===== config.mk =====
export PLATFORM = sky130hd
export DESIGN_NAME = mem_io_responder
export DESIGN_NICKNAME = d
export VERILOG_FILES = /design/src/rtl/mem_io_responder.sv
export SDC_FILE = /design/constraint.sdc
export NUM_CORES = 1
export LEC_CHECK = 0
export BUFFER_PORTS_ARGS = -buffer_cell sky130_fd_sc_hd__buf_2
export CORE_ASPECT_RATIO = 0.75
export CORE_MARGIN = 3
export CORE_UTILIZATION = 55
export CTS_BUF_LIST = sky130_fd_sc_hd__clkbuf_8
export DETAILED_ROUTE_END_ITERATION = 6
export PLACE_DENSITY = 0.83
export SLEW_MARGIN = 40
export SYNTH_ARGS = -nofsm -noshare
export SYNTH_HDL_FRONTEND = slang
export SYNTH_SLANG_ARGS = --single-unit

===== constraint.sdc =====
create_clock -name clk -period 2.1 [get_ports clk]
set_input_delay 0 -clock clk [delete_from_list [all_inputs] [get_ports clk]]
set_output_delay 0 -clock clk [all_outputs]
set_load 0.005 [all_outputs]

===== src/rtl/mem_io_responder.sv =====
// Memory-side responder for the CPU memory port.
// Splits each CPU access between block RAM (low space, aliased modulo the
// BRAM depth) and a small bank of memory-mapped I/O registers at IO_BASE:
// LEDs, synchronized switches, latched button-press events and a ms timer.
// Read data appears one cycle after the address for both spaces, matching
// the synchronous BRAM, so the CPU sees a single uniform read latency.
module mem_io_responder #(
  parameter int              WIDTH     = 16,
  parameter int              ADDR_BITS = 10,
  parameter logic [WIDTH-1:0] IO_BASE  = 16'hFF00,
  parameter int              TIMER_DIV = 50000
) (
  input  logic                 clk,
  input  logic                 reset,
  input  logic [WIDTH-1:0]     mem_addr,
  input  logic [WIDTH-1:0]     writedata,
  input  logic                 MEM_WR_S,
  output logic [WIDTH-1:0]     mem_out,
  output logic [ADDR_BITS-1:0] ram_addr,
  output logic [WIDTH-1:0]     ram_din,
  output logic                 ram_we,
  input  logic [WIDTH-1:0]     ram_dout,
  input  logic [9:0]           sw,
  input  logic [3:0]           btn,
  output logic [9:0]           leds
);

  localparam int PW = (TIMER_DIV > 1) ? $clog2(TIMER_DIV) : 1;
  localparam logic [PW-1:0] PRESC_MAX = PW'(TIMER_DIV - 1);

  localparam logic [WIDTH-1:0] OFF_LEDS  = WIDTH'(0);
  localparam logic [WIDTH-1:0] OFF_SW    = WIDTH'(1);
  localparam logic [WIDTH-1:0] OFF_BTNEV = WIDTH'(2);
  localparam logic [WIDTH-1:0] OFF_TIMER = WIDTH'(3);

  logic             io;
  logic [WIDTH-1:0] io_off;
  logic             wr_io;
  logic             wr_leds;
  logic             wr_btnev;
  logic             wr_timer;
  logic [WIDTH-1:0] io_rd;
  logic [3:0]       btn_fall;

  logic [9:0]       leds_q, leds_d;
  logic [9:0]       sw_s1_q, sw_s2_q;
  logic [3:0]       btn_s1_q, btn_s2_q, btn_prev_q;
  logic [3:0]       ev_q, ev_d;
  logic [WIDTH-1:0] timer_q, timer_d;
  logic [PW-1:0]    presc_q, presc_d;
  logic             sel_q, sel_d;
  logic [WIDTH-1:0] io_q, io_d;
  logic             out_en_q;

  assign io       = (mem_addr >= IO_BASE);
  assign io_off   = mem_addr - IO_BASE;
  assign wr_io    = MEM_WR_S & io;
  assign wr_leds  = wr_io && (io_off == OFF_LEDS);
  assign wr_btnev = wr_io && (io_off == OFF_BTNEV);
  assign wr_timer = wr_io && (io_off == OFF_TIMER);
  assign btn_fall = btn_prev_q & ~btn_s2_q;

  assign ram_addr = mem_addr[ADDR_BITS-1:0];
  assign ram_din  = writedata;
  assign ram_we   = MEM_WR_S & ~io;
  assign leds     = leds_q;

  // out_en_q holds the output at 0 from reset until the first edge after release
  assign mem_out = out_en_q ? (sel_q ? io_q : ram_dout) : '0;

  // I/O read mux; unmapped offsets read as zero
  always_comb begin
    io_rd = '0;
    if (io) begin
      case (io_off)
        OFF_LEDS:  io_rd = WIDTH'(leds_q);
        OFF_SW:    io_rd = WIDTH'(sw_s2_q);
        OFF_BTNEV: io_rd = WIDTH'(ev_q);
        OFF_TIMER: io_rd = timer_q;
        default:   io_rd = '0;
      endcase
    end
  end

  // Next-state for the writable registers, prescaler and read pipeline
  always_comb begin
    leds_d  = wr_leds ? writedata[9:0] : leds_q;
    // a fresh edge outranks a same-cycle W1C clear
    ev_d    = (ev_q & ~(wr_btnev ? writedata[3:0] : 4'h0)) | btn_fall;
    presc_d = presc_q;
    timer_d = timer_q;
    if (presc_q == PRESC_MAX) begin
      presc_d = '0;
      timer_d = timer_q + WIDTH'(1);
    end else begin
      presc_d = presc_q + PW'(1);
    end
    // a CPU load outranks a same-cycle tick
    if (wr_timer) begin
      timer_d = writedata;
      presc_d = '0;
    end
    sel_d = io;
    io_d  = io_rd;
  end

  // Register state; button flops reset high so a released button shows no edge
  always_ff @(posedge clk or negedge reset) begin
    if (!reset) begin
      leds_q     <= '0;
      sw_s1_q    <= '0;
      sw_s2_q    <= '0;
      btn_s1_q   <= 4'hF;
      btn_s2_q   <= 4'hF;
      btn_prev_q <= 4'hF;
      ev_q       <= '0;
      timer_q    <= '0;
      presc_q    <= '0;
      sel_q      <= 1'b0;
      io_q       <= '0;
      out_en_q   <= 1'b0;
    end else begin
      leds_q     <= leds_d;
      sw_s1_q    <= sw;
      sw_s2_q    <= sw_s1_q;
      btn_s1_q   <= btn;
      btn_s2_q   <= btn_s1_q;
      btn_prev_q <= btn_s2_q;
      ev_q       <= ev_d;
      timer_q    <= timer_d;
      presc_q    <= presc_d;
      sel_q      <= sel_d;
      io_q       <= io_d;
      out_en_q   <= 1'b1;
    end
  end

endmodule

## Word-level counts from Yosys, hierarchy flattened

Index checks and enable logic that the tools add are counted.

| storage, ports and cells | value |
|---|---|
| register bits after elaboration | 96 |
| bits of input ports | 65 |
| output and inout bits | 53 |
| logic and storage cells | 42 |

| cells by class | value |
|---|---|
| $add $sub $neg | 3 |
| $lt $le $gt $ge | 1 |
| equality and inequality tests | 4 |
| multiplexer cells | 9 |
| bitwise gates (word level) | 8 |
| reduce and logical (&&, ||, !) cells | 5 |

Operator list:

| kind | count |
|---|---|
| $mux 16 | 7 |
| $pmux 16 s4 | 1 |
| $add 16x1->16 const B | 2 |
| $eq 16x2->1 const B | 2 |
| $eq 16x1->1 const B | 1 |
| $eq 16x16->1 const B | 1 |
| $ge 16x16->1 const B | 1 |
| $logic_not 16->1 | 1 |
| $sub 16x16->16 const B | 1 |
| $and 4x4->4 | 2 |
| $not 4->4 | 2 |
| $mux 4 | 1 |
| $or 4x4->4 | 1 |
| $logic_and 1x1->1 | 3 |
| $and 1x1->1 | 2 |
| $reduce_bool 2->1 | 1 |
| $not 1->1 | 1 |

## Longest topological paths before layout

Gate-level depths: netlist of run 1.

| depth | value |
|---|---|
| word-level depth | 7 |
| depth in mapped cells | 8 |

## Worst setup path after synthesis of run 1

OpenSTA, ideal clock, no wires.

| path | value |
|---|---|
| path kind | register to register |
| start | register presc_q[0] |
| end | register timer_q[6] |
| arrival time | 1.698 ns |
| required time | 1.969 ns |
| slack | 0.272 ns |
| stages on the path, launching flop included | 8 |
| period minus slack after synthesis | 1.828 ns |
| cells stage by stage | dfrtp_1 -> ha_1 -> and3_1 -> clkbuf_1 -> nand4_2 -> buf_2 -> o41ai_1 -> a2bb2oi_1 |

| between the ends | value |
|---|---|
| word-level cells in the longest chain between the ends | 2 |

Ends and longest elaborated chain:

| what | line | text |
|---|---|---|
| start, declared | 50 | `logic [PW-1:0] presc_q, presc_d;` |
| start signal, assigned | 131 | `presc_q <= presc_d;` |
| $eq 16x16->1 | 92 | `if (presc_q == PRESC_MAX) begin` |
| $reduce_bool 2->1 (no source line) | - |  |
| end signal, assigned | 130 | `timer_q <= timer_d;` |
| end, declared | 49 | `logic [WIDTH-1:0] timer_q, timer_d;` |

Every way passes these cells.
A chain may end at the register's enable or synchronous reset.

## Worst setup path in the final report of run 1

| path | value |
|---|---|
| start | register presc_q[0] |
| end | register timer_q[13] |

The elaborated chain is that of the path after synthesis.

==> results of run 1 <==
[layout by cell type (no fill, tap or decap), types with 3 or more instances in the layout]
cell type and count:
buf_2 116, nor2_1 29, xor2_1 10, dlygate4sd3_1 31, a21oi_1 11, inv_1 8, mux2i_1 23, a32oi_1 7
buf_4 10, and4_1 8, nand4_1 5, and2_1 8, o31ai_1 10, o21ai_0 9, o41ai_1 6, xnor2_1 3
dfstp_2 12, nand2_1 12, and3_1 5, clkbuf_8 9, a22oi_1 5, nor3_1 8, a2bb2oi_1 14, mux4_2 4
mux2_2 10, dfrtp_1 84, nand3_1 16, nor2b_1 20
[worst reg2reg max path, stage by stage (launching register included)]
cell and delay, ns:
dfrtp_1 0.41, ha_1 0.22, and3_1 0.33, nand4_2 0.10
buf_4 0.22, o41ai_1 0.38, a2bb2oi_1 0.13
[logic make-up after synthesis]
logic type,after synthesis,synth area share (%)
other cells,1,0.0826
mux,37,9.53
xor+xnor,13,2.51
fa+ha+maj,2,0.551
simple gates,127,16.7
buf+inv,56,7.08
flops,96,53.2
compound gates,64,10.3
[timing repair]
item | CTS | global route
endpoints found under the hold margin | 130 | 0
setup endpoints to repair | 0 | 1
hold buffers | 31 | 0
gates resized for setup | 0 | 1
[worst max path at each step]
stage                             end  slack (ns)  depth (start not counted)
after floorplan            timer_q[6]        0.27                          7
after global placement    timer_q[15]        0.31                          5
after detailed placement  timer_q[13]        0.22                          5
after CTS                 timer_q[13]        0.19                          5
after global routing      timer_q[11]        0.02                          5
final                     timer_q[13]        0.20                          6
[sequential cells by signal, summed over array words and instances (netlist names)]
signal,count
sw_s1_q,10
leds,10
timer_q,16
sel_q,1
btn_prev_q,4
io_q,16
out_en_q,1
btn_s2_q,4
btn_s1_q,4
sw_s2_q,10
presc_q,16
ev_q,4
[per-layer routing]
layer,wire (um),track usage [%],share of wire [%]
met5,0,0,0
met3,833,5.12,7.9
met1,4650,32.6,44
met4,153,7.61,1.4
met2,4940,35.9,47
[power by group]
| part | internal [W] | switching (W) | leakage (nW) | total, W |
|---|---|---|---|---|
| Clock | 0.000467 | 0.000702 | 0.0970 | 0.00117 |
| Sequential | 0.00191 | 0.0000434 | 1.13 | 0.00195 |
| Combinational | 0.000175 | 0.000160 | 1.40 | 0.000335 |
[metrics by stage]
| stage | total power (W) | setup slack [ns] |
|---|---|---|
| floorplan | 0.00212 | 0.272 |
| global placement | 0.00226 | 0.306 |
| detailed placement | 0.00227 | 0.216 |
| CTS | 0.00347 | 0.194 |
| global route | 0.00359 | 0.0204 |
| finish | 0.00346 | 0.195 |
[final cells by class]
class	count	area (sq um)
Sequential cell	96	2420
Fill cell	565	2380
Timing Repair Buffer	158	986
Inverter	8	30.0
Multi-Input combinational cell	244	1810
Clock inverter	7	72.6
Clock buffer	9	124
Tap cell	105	131
==> summary.md, run 1 <==
| Metric | Value |
|---|---|
| Seq/Total Area, Yosys | 53.2% |
| Mapped Nets | 463 |
| Fin Setup TNS | 0 ns |
| First-pass GRT wire length | 17500 um |
| Static Leakage | 2.62 nW |
| Clock Sink Count | 96 |
| Top cells by count, synth | dfrtp_1, nor2_1, buf_4 |
| Nets@finish | 584 |
| Final hold slack | 0.0246 ns |
| Crit share post-route | 90.7% |
| Crit path cell chain | ha_1 -> and3_1 -> nand4_2 -> buf_4 -> o41ai_1 -> a2bb2oi_1 |
| CP max stage delay | 0.41 ns |
| Synth async-reset ratio | 100% |
| Number of diodes | 0 |
| Fin. max-slew vios | 0 |
| Post-Syn Area | 0.00454 sq mm |
| Gr usage total | 23.1% |
| Count leader, synth | dfrtp_1 |
| Hold_sp | mem_addr[1] |
| Post-synthesis cell count | 396 |
| DIE WIDTH | 111 um |
| IR drop worst, VDD | 390 uV |
| Starting Density | 57.1% |
| Layout Cells excl Fill | 627 |
| Critical Path Source Type | flop |
| Leading area contributor after synthesis | dfrtp_1 |
| Worst hold path class | primary input to flop |
| Antenna-violating nets left | 0 |
| Drt total wl | 10600 um |
| Number of synthesized register bits | 96 |
| Crit Reg-Reg Startpoint | presc_q[0] |
| Post-route cell area | 0.00557 sq mm |
| Ratio of cells with drive above 1 in the final layout | 33.5% |
| Top Family by Delay on Critical Path | compound AO/OA/AOI/OAI gates |
| Synth top area share | 46.3% |
| Final GP Congestion | 0.874 |
| Worst setup path class | flop to flop |
| Worst path slowest cell | dfrtp_1 |
| Setup slack on the worst flop-to-flop path | 0.20 ns |
| Worst Hold Path Cells | 4 |
| Final Hold Viols | 0 |
| Post-synth EDFFs | 0 |
| Largest net degree at the start of global routing | 63 |
| CTS tree | yes |
| Yosys cell types | 42 |
| RSZ-0062 raised after global routing | no |
| Hold Path Sink | ev_q[1] |
| Vias/cell | 5.77 |
| WL per Instance | 16.9 um |
| Setup Skew | 0.00955 ns |
| Worst Path Required | 2.35 ns |
| Clock buffer depth | 2 |
| DP Cell Count | 580 |
| Reg2reg path depth | 6 |
| Worst EP arrival | 2.15 ns |
| Initial antenna violation count | 0 |
| Post-DP HPWL | 7280 um |
| Total grt overflow | 0 |
| Fmax | 525 MHz |
| IO Pins | 118 |
| Die area | 0.00939 sq mm |
| Reg clk slew, reported paths | 0.10 ns |
| PortBufs | 117 |
| CP bufs+invs | 1 |
| Worst setup startpoint | presc_q[0] |
| Post-CTS setup buffer count | 0 |
| Chip height | 84.7 um |
| Crit end category | flop |
| Predominant post-synthesis flop cell | dfrtp_1 |
| DRT iter0 DRCs | 345 |
| # setup viols final | 0 |
| DRC viols | 0 |
| Area contributors post-synth | dfrtp_1, dfstp_2, mux2i_1 |
| P&R area growth vs syn | 22.7% |
| Status | finished, final reports clean |
| Root buf cell | clkbuf_8 |
| Syn avg cell area | 11.5 sq um |
| Total core area | 0.00795 sq mm |
| Number of global-route vias before repair | 3576 |
| CTS buffer count | 9 |
| Htree depth | 3 |
| Placed cell area | 0.00506 sq mm |
| DR vias | 3615 |
| Final min period | 1.90 ns |
| Power density cells | 621 mW/mm^2 |
| Max_cap viols | 0 |
| Warnings from Yosys | 0 |
| Skew-Pair Late Insertion Delay | 0.37 ns |
| FF-to-FF End | timer_q[13] |
| Post-Route Utilization | 70.0% |
| Critical Path Fanout Max | 18 |
| Relative slew slack | 45.6% |
| Slew @ Worst Pin | 0.816 ns |
| Drt first pass iters | 6 |
| Rows | 28 |
No activity file was read; power rests on OpenSTA's default activity.
==> run 2: changes to the inputs <==
Settings changed: ABC_AREA from default to 1, PLACE_DENSITY 0.83 to 0.82.
==> run 2 against run 1 <==
Against the previous run: combinational power about the same; wire length up 15%; cell area up 4.0%; sequential share of layout area down 1.7 points; clock-buffer cell count unchanged; first-iteration DRC count up 27%; non-clock buffer count down 5; largest power group unchanged; highest routed layer unchanged.
==> summary.md, run 2 <==
| Metric | Value |
|---|---|
| Max_cap viols | 0 (unchanged) |
| Drt first pass iters | 5 (-1) |
| Nets@finish | 767 (+31%) |
| Number of diodes | 0 (unchanged) |
| Commonest cells after routing, fill and taps aside | nand2_1, buf_2, nor2_1, dfrtp_1, nand3_1 |
| PortBufs | 117 (unchanged) |
| Largest registers | io_q x16, presc_q x16, timer_q x16 |
| Ratio of cells with drive above 1 in the final layout | 24.7% (-8.8 points) |
| Switching share of power | 24.8% (-1.4 points) |
| Setup slack on the worst flop-to-flop path | 0.44 ns (+0.24 ns) |
| Setup Skew | 0.0128 ns (+0.00322 ns) |
| Worst EP arrival | 2.10 ns (-0.05 ns) |
| Post-CTS Resized | 0 (unchanged) |
| Post-Syn Area | 0.00480 sq mm (+5.8%) |
| Root buf cell | clkbuf_8 |
| Clock buffer depth | 2 (unchanged) |
| Syn avg cell area | 8.37 sq um (-27%) |
| DR vias | 4181 (+16%) |
| Die area | 0.00990 sq mm (+5.4%) |
| Clock Sink Count | 96 (unchanged) |
| Crit share post-route | 86.0% (-4.7 points) |
| P&R area growth vs syn | 20.6% |
| Area contributors post-synth | dfrtp_1, nand2_1, nor2_1 |
| Total core area | 0.00820 sq mm (+3.1%) |
| Worst hold path class | primary input to flop |
| # setup viols final | 0 (unchanged) |
| Sequential cell area | 0.00242 sq mm (unchanged) |
| Number of global-route vias before repair | 3988 (+12%) |
| Vias/cell | 5.16 (-10%) |
| Critical Path Fanout Max | 2 (-16) |
| DIE WIDTH | 114 um (+2.7%) |
| Post-DP HPWL | 8960 um (+23%) |
| Sw power | 0.000859 W (-5.1%) |
| Total grt overflow | 0 (unchanged) |
| Post-CTS setup buffer count | 0 (unchanged) |
| Critical Path Source Type | primary input |
| Status | finished, final reports clean |
| Starting Density | 58.6% (+1.5 points) |
| Warnings from Yosys | 0 (unchanged) |
| Clk pwr share | 34.1% (+0.3 points) |
| Final Hold Viols | 0 (unchanged) |
| Placed cell area | 0.00527 sq mm (+4.2%) |
| Fin. max-slew vios | 0 (unchanged) |
| Initial antenna violation count | 0 (unchanged) |
| Number of synthesized register bits | 96 (unchanged) |
| FILL cells | 671 (+19%) |
| Drt total wl | 12200 um (+15%) |
| Count leader, synth | nand2_1 |
| Hold Buf Count CTS | 34 (+9.7%) |
| Multi-input gate area | 0.00187 sq mm (+3.7%) |
| Top cells by count, synth | nand2_1, nor2_1, dfrtp_1 |
| Worst Path Required | 2.40 ns (+0.05 ns) |
| DRT iter0 DRCs | 438 (+27%) |
| Yosys cell types | 34 (-19%) |
| Predominant post-synthesis flop cell | dfrtp_1 |
| Fin Setup TNS | 0 ns (unchanged) |
| IO Pins | 118 (unchanged) |
| Leading area contributor after synthesis | dfrtp_1 |
| Static Leakage | 3.00 nW (+14%) |
| Largest net degree at the start of global routing | 42 (-33%) |
| RSZ-0062 raised after global routing | no |
| Chip height | 86.9 um (+2.7%) |
| Power density cells | 599 mW/mm^2 (-3.5%) |
| Seq/Total Area, Yosys | 50.3% (-2.9 points) |
| Antenna-violating nets left | 0 (unchanged) |
| Rows | 28 (unchanged) |
| Htree depth | 3 (unchanged) |
| Synth top area share | 43.8% (-2.5 points) |
| First-pass GRT wire length | 20000 um (+15%) |
| Crit end category | flop |
| Most common cell after layout, fill and taps aside | nand2_1 |
| IR drop worst, VDD | 532 uV (+36%) |
| Fmax | 553 MHz (+5.4%) |
| Reg clk slew, reported paths | 0.10 ns (about the same) |
| Reg power frac | 56.2% (-0.3 points) |
| Post-route cell area | 0.00579 sq mm (+4.0%) |
| Post-synthesis cell count | 574 (+45%) |
| Skew-Pair Late Insertion Delay | 0.37 ns (about the same) |
| DRC viols | 0 (unchanged) |
| Synth async-reset ratio | 100% (unchanged) |
| Final GP Congestion | 0.957 (+9.5%) |
| Final min period | 1.81 ns (-0.0980 ns) |
| CTS buffer count | 9 (unchanged) |
| CTS tree | yes |
| Logic pwr share | 9.7% (about the same) |
| Mapped Nets | 641 (+38%) |
| Post-synth EDFFs | 0 (unchanged) |
| Gr usage total | 26.1% (+3.0 points) |
| Int Power | 0.00261 W (+2.3%) |
| WL per Instance | 15.0 um (-11%) |
| Worst setup path class | primary input to flop |
## run 2: logic make-up after synthesis
family / count (synthesis) / share of synthesized area (%)
buf+inv: 98 / 10.7
xor+xnor: 15 / 2.73
fa+ha+maj: 2 / 0.521
compound gates: 44 / 5.57
simple gates: 318 / 30.1
flops: 96 / 50.3
other cells: 1 / 0.0781
## run 2: routing by layer
layer  vias to the layer above  GRT usage (%)  wire length [um]
met5                         -              0                 0
li1                       2058              -                 -
met4                         0           7.01               132
met3                        11           6.11              1270
met1                      1903           39.0              5690
met2                       209           38.3              5060
## run 2: metrics by stage
stage                     std cells  hold WS, ns  total power [W]  util [%]  setup slack [ns]
after floorplan                 574       -0.296          0.00212         -             0.713
after detailed placement        760      -0.0627          0.00228      64.2             0.465
after CTS                       810       0.0410          0.00350      70.7             0.333
final                           810       0.0646          0.00347      70.7             0.293
after global routing            810       0.0758          0.00363      70.7             0.235
after global placement          760      -0.0645          0.00227      64.2             0.536
## run 2: worst max-delay path: stages
cell           delay, ns
dlygate4sd3_1       0.54
buf_2               0.13
nor2_2              0.10
dlygate4sd3_1       0.56
nand4_1             0.09
dlygate4sd3_1       0.57
nor2_1              0.11
## run 2: layout make-up
cell class                 instances  area share, %
sequential                        96           41.7
multi-input combinational        380           32.3
timing repair buffer             153           16.5
inverter                          60           3.93
tap                              105           2.27
clock buffer                       9           2.14
clock inverter                     7           1.10
## run 2: power groups by stage
stage	clock [W]	combinational (W)	sequential (W)
floorplan	0	0.000151	0.00197
global placement	0	0.000285	0.00198
detailed placement	0	0.000291	0.00199
CTS	0.00121	0.000339	0.00195
global route	0.00129	0.000381	0.00196
finish	0.00118	0.000338	0.00195
## run 2: path summary, 6_finish.rpt
kind	start	to	depth (start not counted)
setup / recovery	mem_addr[6]	io_q[0]	7
hold / removal	MEM_WR_S	leds[6]	3
setup reg to reg	presc_q[0]	timer_q[3]	8
hold reg to reg	sw_s1_q[7]	sw_s2_q[7]	0
max in group asynchronous	reset	presc_q[2]	3
min in group asynchronous	reset	sw_s2_q[0]	2
